`src/rtl/uart_pkg.sv`:
```
// Shared definitions for the controller-link UART.
// Holds the transmitter state encoding and the frame/baud constants
// used by uart_tx and its byte FIFO.
package uart_pkg;

  typedef enum logic [2:0] {
    IDLE   = 3'd0,
    START  = 3'd1,
    DATA   = 3'd2,
    PARITY = 3'd3,
    STOP   = 3'd4
  } tx_state_t;

  localparam int UART_DATA_BITS         = 8;
  // 3.226 MHz / 28 = 115200 baud
  localparam int UART_CLKS_PER_BIT_115K = 28;

endpackage

```
`src/rtl/uart_tx_fifo.sv`:
```
// Purpose: synchronous byte FIFO feeding the UART transmitter.
// Latency: written on the push edge, visible to a pop from the next cycle (no bypass).
// Backpressure: push ignored while full, even if a pop happens in the same cycle.
// Ports:
//   i_clk, i_rst_n   clock, asynchronous active-low reset (flushes pointers)
//   i_push, i_din    write request and data
//   i_pop, o_dout    read request; o_dout shows the head entry combinationally
//   o_full, o_empty  status derived from the registered pointers
//   o_level          occupancy, 0..DEPTH
module uart_tx_fifo
  import uart_pkg::*;
#(
  parameter int DEPTH = 8,
  parameter int WIDTH = UART_DATA_BITS
) (
  input  logic                     i_clk,
  input  logic                     i_rst_n,
  input  logic                     i_push,
  input  logic                     i_pop,
  input  logic [WIDTH-1:0]         i_din,
  output logic [WIDTH-1:0]         o_dout,
  output logic                     o_full,
  output logic                     o_empty,
  output logic [$clog2(DEPTH):0]   o_level
);

  localparam int AW = $clog2(DEPTH);

  logic [WIDTH-1:0] r_mem [DEPTH];
  // One extra pointer bit distinguishes full from empty when the low bits match.
  logic [AW:0]      r_wr_ptr;
  logic [AW:0]      r_rd_ptr;
  logic             w_do_push;
  logic             w_do_pop;

  assign o_full    = (r_wr_ptr[AW] != r_rd_ptr[AW]) &&
                     (r_wr_ptr[AW-1:0] == r_rd_ptr[AW-1:0]);
  assign o_empty   = (r_wr_ptr == r_rd_ptr);
  assign o_level   = r_wr_ptr - r_rd_ptr;
  assign o_dout    = r_mem[r_rd_ptr[AW-1:0]];

  assign w_do_push = i_push && !o_full;
  assign w_do_pop  = i_pop && !o_empty;

  always_ff @(posedge i_clk or negedge i_rst_n) begin
    if (!i_rst_n) begin
      r_wr_ptr <= '0;
      r_rd_ptr <= '0;
    end else begin
      if (w_do_push) r_wr_ptr <= r_wr_ptr + 1'b1;
      if (w_do_pop)  r_rd_ptr <= r_rd_ptr + 1'b1;
    end
  end

  // Storage needs no reset: the pointers alone define which entries are live.
  always_ff @(posedge i_clk) begin
    if (w_do_push) r_mem[r_wr_ptr[AW-1:0]] <= i_din;
  end

endmodule

```
`src/rtl/uart_tx.sv`:
```
// Purpose: 8-bit UART transmitter (LSB first, 1 start, 1 stop) sending status bytes to the controller.
// Latency: push at edge N into an empty FIFO while idle drives the start bit from edge N+2.
// Backpressure: o_ready low while the internal FIFO is full; frames leave back to back.
// Optional feature: define UART_TX_PARITY_EN to insert an even-parity bit after the data bits.
// Ports:
//   i_clk, i_rst_n   CLK_3226K domain clock, asynchronous active-low reset
//   i_data, i_valid  byte producer port; byte accepted when i_valid && o_ready
//   o_ready          FIFO not full
//   o_tx             registered serial line, idles high
//   o_busy           frame in progress or bytes still queued
//   o_level          FIFO occupancy
module uart_tx
  import uart_pkg::*;
#(
  parameter int CLKS_PER_BIT = UART_CLKS_PER_BIT_115K,
  parameter int FIFO_DEPTH   = 8
) (
  input  logic                          i_clk,
  input  logic                          i_rst_n,
  input  logic [7:0]                    i_data,
  input  logic                          i_valid,
  output logic                          o_ready,
  output logic                          o_tx,
  output logic                          o_busy,
  output logic [$clog2(FIFO_DEPTH):0]   o_level
);

  localparam int              BW        = (CLKS_PER_BIT > 1) ? $clog2(CLKS_PER_BIT) : 1;
  localparam logic [BW-1:0]   BAUD_LAST = BW'(CLKS_PER_BIT - 1);
  localparam logic [2:0]      BIT_LAST  = 3'(UART_DATA_BITS - 1);

  tx_state_t   r_state, w_state_nxt;
  logic [BW-1:0] r_baud, w_baud_nxt;
  logic [2:0]  r_bit, w_bit_nxt;
  logic [7:0]  r_shift, w_shift_nxt;
  logic        r_tx, w_tx_nxt;
  logic        w_pop;
  logic        w_full;
  logic        w_empty;
  logic        w_baud_end;
  logic [7:0]  w_dout;
`ifdef UART_TX_PARITY_EN
  logic        r_par;
`endif

  uart_tx_fifo #(
    .DEPTH (FIFO_DEPTH),
    .WIDTH (8)
  ) u_fifo (
    .i_clk   (i_clk),
    .i_rst_n (i_rst_n),
    .i_push  (i_valid),
    .i_pop   (w_pop),
    .i_din   (i_data),
    .o_dout  (w_dout),
    .o_full  (w_full),
    .o_empty (w_empty),
    .o_level (o_level)
  );

  // Full is a function of registered pointers only, so o_ready is glitch-free.
  assign o_ready    = !w_full;
  assign o_busy     = (r_state != IDLE) || !w_empty;
  assign o_tx       = r_tx;
  assign w_baud_end = (r_baud == BAUD_LAST);

  always_ff @(posedge i_clk or negedge i_rst_n) begin
    if (!i_rst_n) begin
      r_state <= IDLE;
      r_baud  <= '0;
      r_bit   <= '0;
      r_shift <= '0;
      r_tx    <= 1'b1;
    end else begin
      r_state <= w_state_nxt;
      r_baud  <= w_baud_nxt;
      r_bit   <= w_bit_nxt;
      r_shift <= w_shift_nxt;
      r_tx    <= w_tx_nxt;
    end
  end

`ifdef UART_TX_PARITY_EN
  // Even parity is captured from the FIFO head when the byte is loaded.
  always_ff @(posedge i_clk or negedge i_rst_n) begin
    if (!i_rst_n)   r_par <= 1'b0;
    else if (w_pop) r_par <= ^w_dout;
  end
`endif

  // The line level is derived from the current state and registered,
  // which puts the start bit one edge after the pop (N+2 from the push).
  always_comb begin
    w_state_nxt = r_state;
    w_baud_nxt  = r_baud;
    w_bit_nxt   = r_bit;
    w_shift_nxt = r_shift;
    w_tx_nxt    = 1'b1;
    w_pop       = 1'b0;
    case (r_state)
      IDLE: begin
        if (!w_empty) begin
          w_pop       = 1'b1;
          w_shift_nxt = w_dout;
          w_baud_nxt  = '0;
          w_bit_nxt   = '0;
          w_state_nxt = START;
        end
      end
      START: begin
        w_tx_nxt = 1'b0;
        if (w_baud_end) begin
          w_baud_nxt  = '0;
          w_state_nxt = DATA;
        end else begin
          w_baud_nxt = r_baud + 1'b1;
        end
      end
      DATA: begin
        w_tx_nxt = r_shift[0];
        if (w_baud_end) begin
          w_baud_nxt  = '0;
          w_shift_nxt = {1'b0, r_shift[7:1]};
          if (r_bit == BIT_LAST) begin
            w_bit_nxt = '0;
`ifdef UART_TX_PARITY_EN
            w_state_nxt = PARITY;
`else
            w_state_nxt = STOP;
`endif
          end else begin
            w_bit_nxt = r_bit + 1'b1;
          end
        end else begin
          w_baud_nxt = r_baud + 1'b1;
        end
      end
`ifdef UART_TX_PARITY_EN
      PARITY: begin
        w_tx_nxt = r_par;
        if (w_baud_end) begin
          w_baud_nxt  = '0;
          w_state_nxt = STOP;
        end else begin
          w_baud_nxt = r_baud + 1'b1;
        end
      end
`endif
      STOP: begin
        w_tx_nxt = 1'b1;
        if (w_baud_end) begin
          w_baud_nxt = '0;
          // Chain straight into the next frame when bytes are waiting.
          if (!w_empty) begin
            w_pop       = 1'b1;
            w_shift_nxt = w_dout;
            w_bit_nxt   = '0;
            w_state_nxt = START;
          end else begin
            w_state_nxt = IDLE;
          end
        end else begin
          w_baud_nxt = r_baud + 1'b1;
        end
      end
      default: begin
        w_state_nxt = IDLE;
      end
    endcase
  end

endmodule

```
`config.mk`:
```
export PLATFORM = sky130hd
export DESIGN_NAME = uart_tx
export DESIGN_NICKNAME = d
export VERILOG_FILES = /design/src/rtl/uart_pkg.sv /design/src/rtl/uart_tx_fifo.sv /design/src/rtl/uart_tx.sv
export SDC_FILE = /design/constraint.sdc
export NUM_CORES = 1
export LEC_CHECK = 0
export CAP_MARGIN = 10
export CORE_MARGIN = 1.5
export CORE_UTILIZATION = 51
export CTS_CLUSTER_DIAMETER = 150
export DETAILED_ROUTE_END_ITERATION = 12
export GPL_ROUTABILITY_DRIVEN = 0
export PLACE_DENSITY = 0.72
export SETUP_SLACK_MARGIN = 0.15
export SYNTH_ARGS = -nofsm -noshare
export SYNTH_HDL_FRONTEND = slang
export SYNTH_SLANG_ARGS = --single-unit
```
`constraint.sdc`:
```
create_clock -name i_clk -period 2.7 [get_ports i_clk]
set_input_delay 0.81 -clock i_clk [delete_from_list [all_inputs] [get_ports i_clk]]
set_output_delay 0.81 -clock i_clk [all_outputs]
set_load 0.005 [all_outputs]
```
# ---- After elaboration in Yosys (flattened, before gate mapping)
# Memory sizes are Yosys's and may differ from the RTL's.
# Index checks and enable logic that the tools add are counted.
dict set report totals {
  regBits 28
  ram_bits 64
  input_bits 11
  output_inout_bits 7
  elab_cells 65
  memories 1
}
dict set report op_classes {
  addsub 5
  eq_ne 13
  mux 25
  reduce_logical 14
}
# name depth width read_ports rd_ports_with_merged_regs write_ports line
set mem_list {}
lappend mem_list {u_fifo.r_mem 8 8 1 0 1 uart_tx_fifo.sv:29} ;# logic [WIDTH-1:0] r_mem [DEPTH];
# operator n
set ops {}
lappend ops {{3-bit 2-to-1 mux} 9}
lappend ops {{8-bit 2-to-1 mux} 3}
lappend ops {{8-bit case mux with 3 select lines} 1}
lappend ops {{3-bit case mux with 4 select lines} 1}
lappend ops {{5-bit 2-to-1 mux} 2}
lappend ops {{2-bit inequality test, second input constant} 5}
lappend ops {{5-bit case mux with 2 select lines} 1}
lappend ops {{3-bit case mux with 3 select lines} 1}
lappend ops {{4-bit by 1-bit adder with 4-bit output, second input constant} 2}
lappend ops {{3-bit equality test, second input constant} 2}
lappend ops {{3-bit nonzero test} 2}
lappend ops {{5-bit by 1-bit adder with 5-bit output, second input constant} 1}
lappend ops {{5-bit equality test, second input constant} 1}
lappend ops {{1-bit 2-to-1 mux} 5}
lappend ops {{5-bit AND reduction} 1}
lappend ops {{4-bit equality test} 1}
lappend ops {{1-bit case mux with 2 select lines} 2}
lappend ops {{4-bit subtractor} 1}
lappend ops {{3-bit by 1-bit adder with 3-bit output, second input constant} 1}
lappend ops {{3-bit by 1-bit equality test with 1-bit output, second input constant} 1}
lappend ops {{3-bit by 2-bit equality test with 1-bit output, second input constant} 1}
lappend ops {{3-bit equality test} 1}
lappend ops {{1-bit logical AND} 3}
lappend ops {{3-bit zero test} 1}
lappend ops {{7 further kinds} 8}

# ---- Longest topological paths before layout
# Gate-level depths: netlist of run 1.
dict set report depth {
  ltp_word 6
  mapped_depth 8
  depth_no_buf 6
}

# ---- Cells and area by module
# A second synthesis of run 1 with hierarchy kept.
dict set report unflattened {
  cells_unflattened 270
  area_unflattened_um2 4129.0
}
# module n_inst cells_per_inst area_each_um2 seq_area_each_um2
set modules_own_cells {}
lappend modules_own_cells {uart_tx_fifo 1 167 2992.9 2122.0}
lappend modules_own_cells {uart_tx 1 103 1136.1 501.7}

# ---- Least setup slack after synthesis of run 1
# OpenSTA, ideal clock, no wires.
dict set report synth_path {
  path_type {register to register}
  start {register u_fifo.r_rd_ptr[2]}
  end {memory u_fifo.r_mem[0][0] (enable)}
  setup_ps 383
  arrival_ps 2388
  required_time_ps 2317
  path_slack_ps -71
  stages_incl_launch_ff 9
  path_buffers 2
  period_less_slack_ps 2771
  path_cell_list {dfrtp_1 > buf_4 > buf_6 > inv_1 > ha_1 > and3_1 > a21boi_0 > nand2_1 > nor3_1}
}
dict set report synth_between {
  elab_chain_cells 6
}
# item line
set synth_lines {}
lappend synth_lines {{start: declaration} uart_tx_fifo.sv:32} ;# logic [AW:0] r_rd_ptr;
lappend synth_lines {{start signal: assignment} uart_tx_fifo.sv:51} ;# if (w_do_pop) r_rd_ptr <= r_rd_ptr + 1'b1;
lappend synth_lines {{3-bit equality test} uart_tx_fifo.sv:37} ;# (r_wr_ptr[AW-1:0] == r_rd_ptr[AW-1:0]);
lappend synth_lines {{1-bit logical AND} uart_tx_fifo.sv:36} ;# assign o_full = (r_wr_ptr[AW] != r_rd_ptr[AW]) &&
lappend synth_lines {{1-bit zero test} uart_tx_fifo.sv:42} ;# assign w_do_push = i_push && !o_full;
lappend synth_lines {{1-bit logical AND} uart_tx_fifo.sv:42}
lappend synth_lines {{1-bit 2-to-1 mux} uart_tx_fifo.sv:57} ;# if (w_do_push) r_mem[r_wr_ptr[AW-1:0]] <= i_din;
lappend synth_lines {{1-bit 2-to-1 mux (implied by the code)} uart_tx_fifo.sv:57}
lappend synth_lines {{end: declaration} uart_tx_fifo.sv:29}
# No other way between the ends.

# ---- Final worst setup path of run 1
dict set report layout_path {
  start {register u_fifo.r_rd_ptr[0]}
  end {output o_level[1]}
}
dict set report layout_between {
  elab_chain_cells 1
}
# item line
set layout_lines {}
lappend layout_lines {{4-bit subtractor} uart_tx_fifo.sv:39} ;# assign o_level = r_wr_ptr - r_rd_ptr;
lappend layout_lines {{end: declaration} uart_tx.sv:25} ;# output logic [$clog2(FIFO_DEPTH):0] o_level
# No other way between the ends.

==> results of run 1 <==
-- sequential cells by signal, summed over array words and instances, names as in the netlist --
| register | flops |
|---|---|
| u_fifo.r_rd_ptr | 4 |
| u_fifo.r_wr_ptr | 4 |
| r_shift | 8 |
| r_bit | 3 |
| r_state | 3 |
| o_tx | 1 |
| u_fifo.r_mem | 64 |
| r_baud | 5 |
-- cell type report --
| class | count | area, um2 | area share |
|---|---|---|---|
| flip-flops and latches | 92 | 2620 | 0.556 |
| multi-input cells | 171 | 1410 | 0.299 |
| repair buffers | 39 | 330 | 0.0700 |
| clock buffers | 11 | 131 | 0.0278 |
| well taps | 102 | 128 | 0.0270 |
| clock inverters | 5 | 55.1 | 0.0117 |
| inverters | 10 | 37.5 | 0.00796 |
-- logic make-up after synthesis --
logic type      Yosys count  share of synthesized area
simple gates             63                     0.0757
xor+xnor                 11                     0.0272
buf+inv                  21                     0.0287
flops                    92                      0.640
mux                      38                      0.101
fa+ha+maj                10                     0.0318
compound gates           49                     0.0953
-- how the worst min path moves through the flow --
stage	end	cells past startpoint
2_1_floorplan	r_shift[2]	1
5_1_grt	r_shift[2]	1
3_5_place_dp	r_shift[2]	1
6_report	r_shift[2]	1
4_1_cts	r_shift[2]	1
3_3_place_gp	r_shift[2]	1
-- critical path: cells and delay by family (launching register included) --
kind,cells,cell delay [ns]
flip-flops,1,0.43
adder cells (fa/ha/maj),2,0.68
buffers and inverters,2,0.23
-- through the flow --
stage / cells / area (um2) / hold slack (ns) / utilization / setup slack, ns
CTS: 428 / 4710 / 0.500 / 0.606 / 0.136
floorplan: 284 / 4110 / 0.458 / - / 0.151
global route: 430 / 4720 / 0.508 / 0.607 / 0.128
global placement: 410 / 4460 / 0.472 / 0.574 / 0.216
detailed placement: 410 / 4460 / 0.482 / 0.574 / 0.182
finish: 430 / 4720 / 0.505 / 0.607 / 0.220
-- repair_timing --
action,4_1_cts,5_1_grt
setup endpoints to repair,5,3
setup buffers,2,2
pin swaps,0,2
resized for setup,16,6
-- power groups by stage --
stage / sequential, mW / clock (mW) / combinational (mW)
after floorplan: 1.99 / 0 / 1.15
after global placement: 1.98 / 0 / 1.69
after detailed placement: 1.99 / 0 / 1.73
after CTS: 1.98 / 0.890 / 1.79
after global routing: 2.01 / 0.949 / 1.98
final: 1.98 / 0.868 / 1.80
-- placed cells by master, fill, tap and decap left out, types with 2 or more instances in the layout --
cell and n:
sky130_fd_sc_hd__clkdlybuf4s50_1 12, sky130_fd_sc_hd__ha_4 3, sky130_fd_sc_hd__mux4_2 2, sky130_fd_sc_hd__mux2_2 6, sky130_fd_sc_hd__nand3_1 5, sky130_fd_sc_hd__nor2_1 11
sky130_fd_sc_hd__a22o_1 15, sky130_fd_sc_hd__dfrtp_1 27, sky130_fd_sc_hd__nor3_1 4, sky130_fd_sc_hd__nor2b_1 3, sky130_fd_sc_hd__xor2_1 2, sky130_fd_sc_hd__clkbuf_1 2
sky130_fd_sc_hd__mux2i_1 29, sky130_fd_sc_hd__xnor2_1 7, sky130_fd_sc_hd__buf_6 2, sky130_fd_sc_hd__dlygate4sd2_1 2, sky130_fd_sc_hd__a31oi_1 2, sky130_fd_sc_hd__edfxtp_1 64
sky130_fd_sc_hd__a22o_2 2, sky130_fd_sc_hd__nand2_1 25, sky130_fd_sc_hd__inv_1 6, sky130_fd_sc_hd__nor3_2 2, sky130_fd_sc_hd__nand2b_1 2, sky130_fd_sc_hd__and2_1 2
sky130_fd_sc_hd__clkbuf_8 9, sky130_fd_sc_hd__inv_2 4, sky130_fd_sc_hd__o31ai_1 7, sky130_fd_sc_hd__ha_1 5, sky130_fd_sc_hd__clkbuf_2 2, sky130_fd_sc_hd__o21ai_0 10
sky130_fd_sc_hd__buf_4 20
-- metal layers --
| metal | part of all wire | up-vias | routed length [um] |
|---|---|---|---|
| li1 | - | 1146 | - |
| met1 | 0.46 | 1200 | 3450 |
| met2 | 0.48 | 37 | 3630 |
| met3 | 0.036 | 14 | 271 |
| met4 | 0.018 | 0 | 138 |
| met5 | 0 | - | 0 |
==> impl.org, run 1 <==
** Route
- Detailed routing inserted a total of 2397 vias.
- Number of DRC violations after detailed routing :: 0
- Using the TritonRoute via totals, the vias-per-cell ratio works out to 5.57.
- Initial DRT Pass Iterations :: 4
- Drt initial violations :: 162
- Once detail routing completed, the nets flagged for antenna violations numbered 0.
- Final Routed Wirelength :: 7490 um
- After detailed routing, the average wire length per cell comes to 17.4 um.

** Synthesis
- During synthesis, Yosys emitted a total of 0 warnings.
- In the post-synthesis netlist, the biggest area contributors are sky130_fd_sc_hd__edfxtp_1 (47%), sky130_fd_sc_hd__dfrtp_1 (16%), sky130_fd_sc_hd__mux2i_1 (7.1%), sky130_fd_sc_hd__a22o_1 (3.2%), sky130_fd_sc_hd__ha_1 (2.4%).
- The share of synthesized area in the top cell type comes to 0.469.
- Netlist area before placement :: 0.00410 mm2
- For this run, asynchronously set or reset flops after synthesis account for 0.304.
- Syn_area_per_cell :: 14.4 um2
- Among all cell types in the netlist, the one instantiated most often is sky130_fd_sc_hd__edfxtp_1.
- Number of enable flip-flop cells after synthesis :: between 60 and 70
- Synthesized instance count :: about 280
- By count the netlist is led by sky130_fd_sc_hd__edfxtp_1 (64), sky130_fd_sc_hd__mux2i_1 (29), sky130_fd_sc_hd__dfrtp_1 (27).
- The share of the Yosys chip area taken by registers is 0.640.
- The largest total area in the synthesized netlist belongs to sky130_fd_sc_hd__edfxtp_1.
- Synthesis instantiated 53 different standard cells from the library.
- Post-synthesis net count :: 304
- Among all flip-flop cells after synthesis, the most frequent one is sky130_fd_sc_hd__edfxtp_1.
- In this run, synthesis produced a sequential element count of slightly above 90.

** Clocking
- Number of buffers inserted for hold repair after clock tree synthesis :: 0
- The H-tree generated during clock tree synthesis spans 3 levels.
- Max Buffers Root-to-Sink :: 2
- Buffers inserted during clock tree synthesis total 9.
- Insertion delay to the later sink of the worst-skew pair :: ~0.34 ns
- TritonCTS Sinks :: just over 90
- Clock-pin slew on the worst setup and hold paths :: 0.09 ns
- TritonCTS built the clock tree.
- Root buf cell :: sky130_fd_sc_hd__clkbuf_8

** Floorplan
- 18 I/O pins were placed.
- Initial core utilization :: 0.528
- Die width :: 92.6 um
- The floorplan has 32 rows.
- Core area :: 0.00777 mm2
- Die height :: 92.6 um
- The die covers 0.00858 mm2.

** Power and ir drop
- Internal Power :: 3.13 mW
- The worst-case IR drop observed on VDD is 0.537 mV.
- Leakage power :: between 1.5 and 2 nW
- Total power divided by cell area :: 984 mW/mm2
- The share of total power dissipated in combinational logic is 0.387.
- Design Power :: around 4.6 mW
- Fraction of power spent switching nets :: 0.326
- Part of the power in registers :: 0.426
- Clock Power Share :: 0.187
- Switching power total :: 1.52 mW

** Timing
- Post-route minimum period :: approximately 2.5 ns
- Final setup violating endpoints :: 0
- Clock skew on the completed layout was measured at 0.00967 ns.
- In this run the tightest slew margin relative to its limit is 0.524.
- For the pin with the worst max-slew slack, the measured transition is 0.713 ns.
- Achievable Freq :: between 400 and 500 MHz
- Final max-slew violation count :: 0
- Unrepaired setup endpoints after global routing :: true
- Of the available clock period, the critical path in the final layout requires 0.919.
- Number of failing hold endpoints at the final stage :: 0
- Sum Neg Setup Slack :: 0 ns

** Global routing
- Entering global routing, the biggest net connects 29 pins.
- Layer with the highest usage after global routing :: met2
- Wire length of the first global-routing pass :: 12400 um
- Initial antenna violation count :: 0
- Across every metal layer, demand over resource in global routing totals 0.194.
- Met3 track demand over resource :: 0.0435
- Total gr overflow :: 0
- For this run, global-route usage on met2 was measured as 0.310.
- M1 GR Usage :: 0.264
- Number of global-route vias before repair :: 2422

** Worst setup path
- The worst register-to-register path has a setup slack of between 0.5 and 0.6 ns.
- The slowest stage of the critical path belongs to the cell sky130_fd_sc_hd__fa_1.
- Worst r2r src :: u_fifo.r_rd_ptr[0]
- Arrival time at the worst endpoint :: 1.67 ns
- Sequence of cells on the critical path :: ha_4 -> fa_1 -> inv_1 -> clkdlybuf4s15_1
- Startpoint kind of the worst setup timing path :: flip-flop
- The worst setup path is captured at an output port.
- Data on the critical path is required at its endpoint by around 1.9 ns.
- Worst setup path start :: u_fifo.r_rd_ptr[0]
- Measured in cells, the most critical reg-to-reg path has a length of 5.
- In this run the worst setup path terminates at o_level[1].
- The largest single stage delay on the critical path is 0.50 ns.
- Capture instance of the worst register-to-register path :: r_shift[4]
- Critical path class :: flip-flop to output port
- Worst-path fanout max :: 2

** Cells and area
- In the final design database the tool counted 343 nets.
- After filler insertion, the fill cell instance count of the layout stands at 592.
- Count of inserted antenna diode cells :: 0
- In the final layout, the share of cells above drive strength 1 is 0.207.
- Area delta synth->final :: 15.1%

** Placement
- Sum of net half-perimeters after detailed placement :: 4880 um
- In this run the tool buffered the top-level ports with 17 buffer cells.

** Run
- Max-cap violations in this run came to 0.

** Run status
- Status :: completed

** Min path
- The worst hold path begins at r_shift[2].
- Class of the tightest hold or removal check :: flip-flop to flip-flop
Note: power is estimated with default switching activity, not from simulation.
==> run 2: changes to the inputs <==
--- a/config.mk
+++ b/config.mk
@@ -12,7 +12,6 @@
 export DETAILED_ROUTE_END_ITERATION = 12
 export GPL_ROUTABILITY_DRIVEN = 0
 export PLACE_DENSITY = 0.72
-export SETUP_SLACK_MARGIN = 0.15
 export SYNTH_ARGS = -nofsm -noshare
 export SYNTH_HDL_FRONTEND = slang
 export SYNTH_SLANG_ARGS = --single-unit
==> run 2 against run 1 <==
Effect of this change:
- die area unchanged
- sequential power about the same
- clock skew up 0.0011 ns
- count of clock-buffer cells in the layout unchanged
- non-clock buffer count down 2
- global-route usage up 0.054 points
- first-iteration DRC count down 14%
- final cell count down 0.47%
- final area down 0.21%
- combinational power about the same
- clock power about the same
- setup slack worse by 0.15 ns
- critical path type unchanged
==> impl.org, run 2 (synthesized netlist as in run 1, its figures left out) <==
** Run status
- Status :: completed

** Worst setup path
- The reg-to-reg setup timing slack is 0.60 ns (+0.02 ns).
- The worst register-to-register path ends at r_shift[4].
- The data arrival time of the worst path came to 1.82 ns (+0.15 ns).
- Cell count of the worst reg-to-reg path :: 5 (unchanged)
- The endpoint required time on the critical path came to 1.89 ns (about the same).
- Worst r2r src :: u_fifo.r_rd_ptr[0]
- Worst-path fanout max :: 5 (+3)
- The worst setup path is captured at an output port.
- Critical path class :: flip-flop to output port
- Startpoint kind of the worst setup timing path :: flip-flop

** Global routing
- Wire length of the first global-routing pass :: 12400 um (+0.28%)
- Number of global-route vias before repair :: 2408 (-0.58%)
- Total gr overflow :: 0 (unchanged)
- Initial antenna violation count :: 0 (unchanged)
- The pin count of the biggest net entering global routing was 29 (unchanged).
- Overall Global Routing Usage :: 0.194 (+0.000537)

** Route
- Remaining antenna violation count after routing :: 0 (unchanged)
- The DRC violation count after routing came to 0 (unchanged).
- Initial DRT Pass Iterations :: 4 (unchanged)
- The total wire length was 7460 um (-0.31%).
- The via count of the routed design is 2366 (-1.3%).
- The final routed wire length divided by cell count was 17.4 um (+0.16%).
- The number of design-rule violations left by the first detailed-router iteration was 139 (-14%).
- Vias per cell :: 5.53 (-0.83%)

** Clocking
- In this run the clock root is driven by a sky130_fd_sc_hd__clkbuf_8.
- TritonCTS built the clock tree.
- Max Buffers Root-to-Sink :: 2 (unchanged)
- TritonCTS Sinks :: 92 (unchanged)
- Htree depth :: 3 (unchanged)
- The insertion delay of the later-clocked pin in the worst-skew pair came to 0.34 ns (about the same).
- CTS buffer count :: 9 (unchanged)
- The clock-pin slew reported for the worst setup and hold paths after clock tree synthesis is 0.08 ns (about the same).

** Placement
- Number of placed instances, taps included :: 410 (unchanged)
- The number of input and output port buffers inserted was 17 (unchanged).
- The total placed instance area came to 0.00446 mm2 (unchanged).
- Sum of net half-perimeters after detailed placement :: 4880 um (unchanged)

** Cells and area
- The multi-input logic area is 0.00141 mm2 (unchanged).
- Leaving out fill and tap cells, the most frequent cell in the layout is sky130_fd_sc_hd__edfxtp_1.
- The non-filler instance count after layout was 428 (-0.47%).
- Number of filler instances in the final layout :: 593 (+0.17%)
- Nets@finish :: 341 (-0.58%)
- The antenna diode count came to 0 (unchanged).
- Area delta synth->final :: 14.9%
- In the layout the commonest cells are sky130_fd_sc_hd__edfxtp_1 (64), sky130_fd_sc_hd__mux2i_1 (29), sky130_fd_sc_hd__dfrtp_1 (27), sky130_fd_sc_hd__nand2_1 (25), sky130_fd_sc_hd__buf_4 (19).
- Flip-flop count of the largest register, all copies and words added :: 64 (unchanged)
- The share of cells above drive strength 1 came to 0.193 (-0.0141).
- The storage element area was 0.00262 mm2 (unchanged).
- Post-route cell area :: 0.00471 mm2 (-0.21%)
- The utilization after layout is 0.606 (-0.00129).

** Timing
- The final critical path time including I/O delays and setup is 2.63 ns (+0.145 ns).
- The setup TNS was 0 ns (unchanged).
- The setup-violating endpoint count in the final report came to 0 (unchanged).
- Unrepaired setup endpoints after global routing :: false
- The normalized max-slew margin is 0.538 (+0.0142).
- The slew at the pin closest to its max-slew limit is 0.691 ns (-0.0213 ns).
- The clock skew came to 0.0108 ns (+0.00112 ns).
- The maximum achievable frequency came to 381 MHz (-5.5%).
- The part of the cycle the worst path needs was 0.972 (+0.0538).
- The count of endpoints failing hold in the final timing report came to 0 (unchanged).
- The count of final max-slew check failures was 0 (unchanged).

** Power and ir drop
- The largest vdd supply drop was 0.536 mV (-0.26%).
- Leakage power :: 1.76 nW (-0.14%)
- The cell area power density came to 982 mW/mm2 (-0.23%).

** Run
- Maxcap violations :: 0 (unchanged)

** Min path
- Worst Hold End :: r_shift[2]
- In this run the worst hold path is classified as flip-flop to flip-flop.
- Origin of the worst min-delay path :: r_shift[2]
- Hold Crit Depth :: 1 (unchanged)

** Floorplan
- The area enclosed by the die boundary is 0.00858 mm2 (unchanged).
- The area of the core is 0.00777 mm2 (unchanged).
- I/O pins :: 18 (unchanged)
- The initial standard-cell utilization of the core came to 0.528 (unchanged).
- The height of the die was 92.6 um (unchanged).
- Die width :: 92.6 um (unchanged)
- The row count was 32 (unchanged).
run 2: worst max-delay path by stage:
stage                          to               start  slack (ns)
2_1_floorplan  u_fifo.r_mem[2][0]  u_fifo.r_rd_ptr[2]        0.15
3_3_place_gp           o_level[3]  u_fifo.r_rd_ptr[1]        0.22
3_5_place_dp           o_level[3]  u_fifo.r_rd_ptr[1]        0.18
4_1_cts                    o_busy  u_fifo.r_rd_ptr[2]        0.01
5_1_grt                    o_busy  u_fifo.r_rd_ptr[1]       0.001
6_report                   o_busy  u_fifo.r_rd_ptr[2]        0.07
run 2: worst max-delay path, stage by stage, from the launching register on:
cell                              delay (ns)
sky130_fd_sc_hd__dfrtp_1                0.40
sky130_fd_sc_hd__inv_2                  0.11
sky130_fd_sc_hd__ha_4                   0.23
sky130_fd_sc_hd__and3_4                 0.17
sky130_fd_sc_hd__nand3_1                0.08
sky130_fd_sc_hd__clkdlybuf4s50_1        0.49
run 2: metrics by stage:
step	power [mW]	worst slack, ns	hold slack, ns
floorplan	3.14	0.151	0.458
global placement	3.67	0.216	0.472
detailed placement	3.72	0.182	0.482
CTS	4.63	0.0111	0.500
global route	4.92	0.00116	0.508
finish	4.62	0.0744	0.501
run 2: report_power, final:
group | switching (mW) | total [mW] | internal [mW]
clock network | 0.440 | 0.866 | 0.426
logic | 0.911 | 1.78 | 0.871
registers | 0.152 | 1.97 | 1.82
run 2: routing by layer:
metal,global-route usage,vias up,wire [um]
li1,-,1144,-
met1,0.264,1158,3320
met2,0.311,48,3590
met3,0.0435,16,384
met4,0.0644,0,162
met5,0,-,0
run 2: final cells by class:
| type | instances | area share |
|---|---|---|
| Sequential cell | 92 | 0.557 |
| Multi-Input combinational cell | 171 | 0.300 |
| Timing Repair Buffer | 37 | 0.0680 |
| Clock buffer | 11 | 0.0279 |
| Tap cell | 102 | 0.0271 |
| Clock inverter | 5 | 0.0117 |
| Inverter | 10 | 0.00797 |
run 2: timing repair:
| item | 4_1_cts | 5_1_grt |
|---|---|---|
| setup endpoints to repair | 5 | 3 |
| endpoints found under the hold margin | 0 | 0 |
| hold buffers | 0 | 0 |
| pin swaps | 0 | 0 |
| setup buffers | 1 | 1 |
| resized for setup | 11 | 2 |
==> run 3: changes to the inputs <==
--- a/config.mk
+++ b/config.mk
@@ -11,7 +11,8 @@
 export CTS_CLUSTER_DIAMETER = 150
 export DETAILED_ROUTE_END_ITERATION = 12
 export GPL_ROUTABILITY_DRIVEN = 0
-export PLACE_DENSITY = 0.72
+export HOLD_SLACK_MARGIN = 0.05
+export PLACE_DENSITY = 0.69
 export SYNTH_ARGS = -nofsm -noshare
 export SYNTH_HDL_FRONTEND = slang
 export SYNTH_SLANG_ARGS = --single-unit
==> constraint.sdc (replaced) <==
create_clock -name i_clk -period 2.5 [get_ports i_clk]
set_input_delay 0.75 -clock i_clk [delete_from_list [all_inputs] [get_ports i_clk]]
set_output_delay 0.75 -clock i_clk [all_outputs]
set_load 0.005 [all_outputs]
==> run 3 against run 2 <==
Effect of this change:
- hold slack improved by 0.0072 ns
- highest routed layer unchanged
- clock skew is 0.0015 ns higher
- largest cell class unchanged
- combinational power rose by 12%
==> impl.org, run 3 (synthesized netlist as in run 1, its figures left out) <==
** Run status
- The run finished with clean final reports.

** Timing
- Worst hold margin :: 0.508 ns (+0.00717 ns)
- Of the available clock period, the critical path in the final layout requires 0.967.
- The count of final max-slew check failures was 0 (unchanged).
- Final setup violating endpoints :: 0 (unchanged)
- The clock skew was 0.0123 ns (+0.00148 ns).
- Achievable Freq :: 414 MHz
- Post-route minimum period :: 2.42 ns
- Number of failing hold endpoints at the final stage :: 0 (unchanged)
- Actual transition at the worst max-transition pin :: 0.757 ns (+0.0652 ns)
- Setup repair after global routing left no endpoint under its margin.
- The normalized max-slew margin was 0.495 (-0.0435).
- The post-layout worst setup margin came to 0.0828 ns (+0.00836 ns).

** Power and ir drop
- The cell area power density was 1070 mW/mm2 (+9.4%).
- VDD IR max :: 0.536 mV (about the same)
- Leakage power :: 1.79 nW (+2.0%)
- Switching power total :: 1.72 mW (+14%)
- The clock network fraction of design power is 0.194 (+0.007).
- The fraction of power spent switching nets is 0.335 (+0.00970).
- Part of the power in registers :: 0.417 (-0.010)
- The internal power is 3.41 mW (+9.3%).
- Combinational power share :: 0.389 (+0.003)
- The post-layout total power came to 5.13 mW (+11%).

** Cells and area
- Multi-input logic area :: 0.00141 mm2 (unchanged)
- The final design instance area without fill came to 0.00477 mm2 (+1.4%).
- Sequential Area :: 0.00262 mm2 (unchanged)
- Count of inserted antenna diode cells :: 0 (unchanged)
- Compared with the post-synthesis result, the final layout area differs by 16.5%.
- Number of filler instances in the final layout :: 640 (+7.9%)
- The flip-flop count of the largest register after layout is 64 (unchanged).
- Final cell utilization of the core :: 0.615 (+0.00838)
- The share of cells above drive strength 1 is 0.223 (+0.0296).
- Nets@finish :: 347 (+1.8%)
- Most used cells in the layout excluding fill and tap cells :: sky130_fd_sc_hd__edfxtp_1 (64), sky130_fd_sc_hd__mux2i_1 (29), sky130_fd_sc_hd__dfrtp_1 (27), sky130_fd_sc_hd__nand2_1 (25), sky130_fd_sc_hd__buf_4 (23)
- Leaving out fill and tap cells, the most frequent cell in the layout is sky130_fd_sc_hd__edfxtp_1.

** Clocking
- The insertion delay of the later-clocked pin in the worst-skew pair was 0.36 ns (+0.02 ns).
- Root buf cell :: sky130_fd_sc_hd__clkbuf_8
- The clock sink count came to 92 (unchanged).
- Max Buffers Root-to-Sink :: 2 (unchanged)
- Clock-pin slew on the worst setup and hold paths :: 0.10 ns (+0.02 ns)
- The clock buffer count from CTS is 9 (unchanged).
- The CTS H-tree depth is 3 (unchanged).
- The post-cts hold buffer count was 0 (unchanged).
- Clock tree from TritonCTS :: done

** Placement
- The worst-case setup slack after placement came to 0.0486 ns (-0.134 ns).
- Post-place instance area :: 0.00451 mm2 (+1.1%)
- Sum of net half-perimeters after detailed placement :: 5070 um (+4.0%)
- Number of I/O port buffers :: 17 (unchanged)

** Route
- Remaining antenna violation count after routing :: 0 (unchanged)
- The via count normalized by instance count came to 5.65 (+2.3%).
- The total wire length came to 7780 um (+4.3%).
- Wire length per cell after detailed routing :: 17.9 um (+2.9%)
- Number of DRC violations after detailed routing :: 0 (unchanged)
- The number of design-rule violations left by the first detailed-router iteration is 167 (+20%).
- Via total after detailed routing :: 2454 (+3.7%)
- Initial DRT Pass Iterations :: 4 (unchanged)

** Worst setup path
- Crit-path slowest cell :: sky130_fd_sc_hd__dfrtp_1
- The reg-to-reg setup timing slack came to 0.37 ns (-0.23 ns).
- Startpoint kind of the worst setup timing path :: flip-flop
- Biggest cell delay along the critical path :: 0.41 ns (-0.08 ns)
- The endpoint required time on the critical path was 1.75 ns (-0.14 ns).
- Cell count of the worst reg-to-reg path :: 6 (+1)
- Sequence of cells on the critical path :: inv_2 -> ha_4 -> a21o_1 -> a21oi_2 -> xnor2_1 -> buf_2
- The worst setup path is of the flip-flop to output port kind.
- Worst r2r src :: u_fifo.r_rd_ptr[2]
- In this run the critical register-to-register path is captured at r_shift[2].
- Worst setup path start :: u_fifo.r_rd_ptr[1]
- The data arrival time of the worst path was 1.67 ns (-0.15 ns).
- Crit. End Element :: output port
- Worst-path fanout max :: 3 (-2)

** Floorplan
- The area enclosed by the die boundary is 0.00858 mm2 (unchanged).
- The I/O pin total is 18 (unchanged).
- The row count came to 32 (unchanged).
- The die boundary width was 92.6 um (unchanged).
- The area of the core is 0.00777 mm2 (unchanged).
- Initial core utilization :: 0.528 (unchanged)
- The height of the die was 92.6 um (unchanged).

** Global routing
- Overall Global Routing Usage :: 0.199 (+0.00515)
- The number of global-route vias before repair was 2428 (+0.83%).
- The aggregate global routing overflow came to 0 (unchanged).
- The pin count of the biggest net entering global routing was 29 (unchanged).
- Initial antenna violation count :: 0 (unchanged)
- Wire length of the first global-routing pass :: 12400 um (+0.27%)

** Min path
- The path with the worst hold slack has its endpoint at r_shift[2].
- The number of cells on the worst hold path was 1 (unchanged).
- Origin of the worst min-delay path :: r_shift[2]
- The worst hold path belongs to the class flip-flop to flip-flop.

** Run
- Maxcap violations :: 0 (unchanged)
[run 3: cell count changes in the layout (fill, tap and decap cells not counted), sizes merged]
cell,previous run,this run
buf,20,27
clkbuf,11,10
clkdlybuf4s15,0,1
clkdlybuf4s50,14,12
dlygate4sd2,3,2
inv,10,12
[run 3: per-stage QoR]
step,cells,TNS (ns)
6_report,434,0
5_1_grt,434,0
4_1_cts,431,-0.00913
3_5_place_dp,415,0
3_3_place_gp,415,0
2_1_floorplan,284,-1.76
[run 3: worst max-delay path: cells and delay by family (launching register included)]
family	cells	cell delay [ns]
xor+xnor	1	0.14
flops	1	0.41
fa+ha+maj	1	0.21
buf+inv	2	0.22
compound gates	2	0.33
[run 3: worst max-delay path by stage]
stage	end	slack [ns]	depth (start not counted)
2_1_floorplan	u_fifo.r_mem[2][0]	-0.05	8
3_3_place_gp	o_level[3]	0.07	6
3_5_place_dp	o_level[3]	0.05	6
4_1_cts	o_level[2]	-0.009	5
5_1_grt	o_level[3]	0.001	6
6_report	o_level[3]	0.08	6
[run 3: cell type report]
type / instances / share of cell area
inverter: 10 / 0.00839
clock inverter: 7 / 0.0152
sequential: 92 / 0.550
timing repair buffer: 43 / 0.0781
clock buffer: 9 / 0.0260
tap: 102 / 0.0267
multi-input combinational: 171 / 0.296
[run 3: metal layers]
| metal | global-route usage | wire length, um | up-vias |
|---|---|---|---|
| met5 | 0 | 0 | - |
| met4 | 0.109 | 226 | 0 |
| met3 | 0.0443 | 328 | 19 |
| met2 | 0.306 | 3780 | 52 |
| met1 | 0.265 | 3450 | 1226 |
| li1 | - | - | 1157 |
[run 3: power by group through the flow]
stage / Sequential, mW / Clock, mW / Combinational, mW
final: 2.14 / 0.994 / 2.00
after floorplan: 2.15 / 0 / 1.24
after detailed placement: 2.16 / 0 / 1.91
after CTS: 2.14 / 1.02 / 1.97
after global routing: 2.17 / 1.09 / 2.18
after global placement: 2.14 / 0 / 1.88
[run 3: timing repair]
| item | CTS | global route |
|---|---|---|
| gates resized for setup | 20 | 4 |
| setup buffers | 0 | 3 |
| endpoints found under the setup margin | 5 | 4 |
| pin swaps | 1 | 3 |
| cloned | 0 | 0 |
==> edit 1, RTL diff (flow settings as in run 1) <==
Add a define of `UART_TX_PARITY_EN`.
--- a/src/rtl/uart_tx.sv
+++ b/src/rtl/uart_tx.sv
@@ -10,4 +10,6 @@
 //   o_busy           frame in progress or bytes still queued
 //   o_level          FIFO occupancy
+`define UART_TX_PARITY_EN
+
 module uart_tx
   import uart_pkg::*;
Formal check against the unedited RTL: no difference found for any inputs over 10 cycles, from zero or initial values and one cycle with i_rst_n low; that may be too few to reach the edited logic, so the function may still have changed.
==> edit 1 against run 1 <==
Combinational power is 28% higher; sequential power is 2% higher; synthesized area is 0.43% lower; clock power is 5.6% higher; total power is 13% higher; first-iteration DRC count is 34% lower; die area is 0.41% lower; cell area is 0.72% higher; sequential cell count is 1 higher; setup slack worse by 0.16 ns; cell count is 0.93% lower; synthesized cell count is 4.2% lower; wire length is 4.0% lower.
==> edit 1: results (changes against run 1) <==
* Status: finished clean
* Peak VDD IR at 0.000480 V (-11%)
* Post-synth top cells: 64 x edfxtp_1, 28 x dfrtp_1, 25 x nand2_1
* DP HPWL at 4.75 mm (-2.8%)
* Synth Area in XOR/XNOR at 0.0343 (+0.00717)
* Synthesized net count at 292 (-3.9%)
* Mux cell area share after synthesis at 0.122 (+0.0210)
* GR Util met1 at 0.241 (-0.0227)
* Reg2Reg Setup Slack at 0.39 ns (-0.19 ns)
* Area share of fa/ha/maj cells after synthesis at 0.0319 (+0.000136)
* Ranking of synthesized cells by area: edfxtp_1 47%, dfrtp_1 17%, mux4_2 6.6%
* Clock Skews at 0.0144 ns (+0.00469 ns)
* Cell leakage power at 0.00182 uW (+3.2%)
* Largest stage delay, worst path at 0.43 ns (-0.07 ns)
* CP startpoint: u_fifo.r_rd_ptr[1]$_DFFE_PN0P_
* Vias in the first global route at 2339 (-3.4%)
* DRT iter0 DRCs at 107 (-34%)
* Cell family with most CP delay: simple AND/OR/NAND/NOR gates
* Unique cell type count in the Yosys netlist at 44 (-17%)
* Critical-path top delay cell: or4_4
* Worst-skew pair later-pin latency at 0.36 ns (+0.02 ns)
* GR Util met3 at 0.0452 (+0.00164)
* Register-to-Register Path Depth at 7 (+2)
* Placed Cells at 407 (-0.73%)
* Largest net degree at the start of global routing at 30 (+3.4%)
* Synthesized instance count at 272 (-4.2%)
* Register area share after synthesis at 0.649 (+0.00888)
* Worst setup path end: o_busy
* Ys async rst share at 0.312 (+0.00748)
* GRT Util Overall at 0.188 (-0.00583)
* Placed Area at 4520 sq um (+1.3%)
* Met3 Wirelength at 208 um (-23%)
* Post-route insts no fill at 426 (-0.93%)
* Synth Area in Compound Gates at 0.0540 (-0.0413)
* First-pass GRT wire length at 11.8 mm (-4.8%)
* Endpoint of the lowest-slack register-to-register path: r_par$_DFFE_PN0P_
* Vias per cell at 5.38 (-3.6%)
* WP data arrival at 1.83 ns (+0.16 ns)
* Nets at 339 (-1.2%)
* Share of cells above drive strength 1 at 0.225 (+0.0180)
-- edit 1: layout make-up --
type | count | area [sq um]
clock buffer | 9 | 124
clock inverter | 7 | 71.3
fill | 583 | 2980
inverter | 6 | 48.8
multi-input combinational | 163 | 1360
sequential | 93 | 2650
tap | 102 | 128
timing repair buffer | 46 | 369
-- edit 1: timing repair --
action,4_1_cts,5_1_grt
pin swaps,2,0
buffers inserted,1,2
gates resized for setup,20,3
setup endpoints to repair,5,4
-- edit 1: worst min-delay path by stage --
stage                                        start                              to  cells past startpoint
detailed placement          r_shift[2]$_DFFE_PN0P_          r_shift[2]$_DFFE_PN0P_                      2
global placement            r_shift[2]$_DFFE_PN0P_          r_shift[2]$_DFFE_PN0P_                      2
global route        u_fifo.r_rd_ptr[3]$_DFFE_PN0P_  u_fifo.r_rd_ptr[3]$_DFFE_PN0P_                      1
floorplan                   r_shift[7]$_DFFE_PN0P_          r_shift[7]$_DFFE_PN0P_                      2
finish                      r_shift[4]$_DFFE_PN0P_          r_shift[4]$_DFFE_PN0P_                      2
CTS                         r_shift[2]$_DFFE_PN0P_          r_shift[2]$_DFFE_PN0P_                      2
-- edit 1: through the flow --
stage / power [uW] / setup WS, ns / hold slack, ns / setup TNS, ns / util
2_1_floorplan: 3620 / 0.177 / 0.449 / 0 / -
3_3_place_gp: 4300 / 0.0109 / 0.467 / 0 / 0.585
3_5_place_dp: 4360 / -0.0134 / 0.484 / -0.0158 / 0.585
4_1_cts: 5290 / 0.0515 / 0.503 / 0 / 0.614
5_1_grt: 5590 / 0.0130 / 0.539 / 0 / 0.615
6_report: 5230 / 0.0562 / 0.501 / 0 / 0.615
-- edit 1: power breakdown --
group / internal, uW / switching, uW
clock: 432 / 485
sequential: 1860 / 151
combinational: 1170 / 1130
==> edit 2, RTL diff (flow settings as in run 1) <==
Made on the original files. Put a register stage on the output `o_level`, without a reset. The value now appears one clock later. The other outputs are not delayed to match.
--- a/src/rtl/uart_tx.sv
+++ b/src/rtl/uart_tx.sv
@@ -30,4 +30,6 @@
   localparam logic [2:0]      BIT_LAST  = 3'(UART_DATA_BITS - 1);
 
+  logic [$clog2(FIFO_DEPTH):0] o_level_d;
+
   tx_state_t   r_state, w_state_nxt;
   logic [BW-1:0] r_baud, w_baud_nxt;
@@ -56,5 +58,5 @@
     .o_full  (w_full),
     .o_empty (w_empty),
-    .o_level (o_level)
+    .o_level (o_level_d)
   );
 
@@ -170,4 +172,8 @@
   end
 
+  always_ff @(posedge i_clk) begin
+    o_level <= o_level_d;
+  end
+
 endmodule
 
Check against the original RTL: not equivalent (Yosys sat finds a counterexample within 4 cycles, from zero or initial values and one cycle with i_rst_n low).
==> edit 2 against run 1 <==
Setup slack improved by 0.014 ns; via count decreased by 1.5%; sequential cell count increased by 4; register-to-register slack got worse by 0.06 ns; wire length decreased by 1.4%; cell area increased by 0.32%; critical path depth increased by 1; synthesized area increased by 1.1%.
Power is not compared: it rests on default switching activity, and its combinational part moved more than twofold at a synthesized area within 25%.
==> edit 2: results (changes against run 1) <==
* Comb_multi_in at 177 (+3.5%)
* Share of cells above drive strength 1 at 0.177 (-0.0307)
* Setup slack at placement at 0.258 ns (+0.0763 ns)
* M1 wire length at 3.38 mm (-1.9%)
* Register-to-Register Path Depth at 7 (+2)
* GRT Util Overall at 0.190 (-0.00338)
* Placed Area at 4490 sq um (+0.56%)
* Clkbuf count at 9 (-2)
* Number of fill cells in the layout at 601 (+1.5%)
* Register area share after synthesis at 0.653 (+0.0124)
* Nets at 349 (+1.7%)
* Ranking of synthesized cells by area: edfxtp_1 46%, dfrtp_1 16%, mux2i_1 6.8%
* Status: finished clean
* Critical-path top delay cell: dfrtp_1
* Routed wire length at 7.38 mm (-1.4%)
* Min-delay src: r_bit[1]$_DFFE_PN0P_
* Clock Skews at 0.0158 ns (+0.00610 ns)
* Post-route insts no fill at 436 (+1.4%)
* Post-Syn Area per Cell at 13.9 sq um (-3.7%)
* Met3 Wirelength at 251 um (-7.4%)
* Multi-input combinational area share at 0.287 (-0.0128)
* RR Startpoint: u_fifo.r_rd_ptr[2]$_DFFE_PN0P_
* Met2 GRT Util at 0.309 (-0.00105)
* Unique cell type count in the Yosys netlist at 45 (-15%)
* Vias per cell at 5.41 (-2.9%)
* Synthesized net count at 318 (+4.6%)
* First-pass GRT wire length at 12.2 mm (-1.6%)
* Worst-skew pair later-pin latency at 0.37 ns (+0.03 ns)
* Sink of the worst hold path: r_bit[1]$_DFFE_PN0P_
==> edit 2: cell count changes after synthesis, sizes merged, moves of 6 or more <==
cell   change
a21oi     +11
o31ai      -6
o22ai     +14
nand2      -7
nor2      +17
a22o      -14
o21ai      -6
==> edit 2: kinds of logic (layout without fill, tap and decap cells) <==
group,count (synthesis),after routing,synth area share
multiplexers,38,38,0.107
XOR/XNOR,12,12,0.0272
AND/OR/NAND/NOR,75,75,0.0891
adder cells (fa/ha/maj),10,10,0.0314
AO/OA/AOI/OAI,42,42,0.0634
buffers and inverters,25,61,0.0296
flip-flops,96,96,0.653
==> edit 2: critical path, delay by kind of cell, from the launching register on <==
kind	cells	cell delay, ns
flip-flops	1	0.37
buffers and inverters	2	0.35
AND/OR/NAND/NOR	2	0.28
adder cells (fa/ha/maj)	1	0.29
==> edit 2: repair_timing <==
action                                  CTS  global route
pin swaps                                 0             1
endpoints found under the setup margin    2             2
buffers inserted                          2             0
gates resized for setup                   7             2
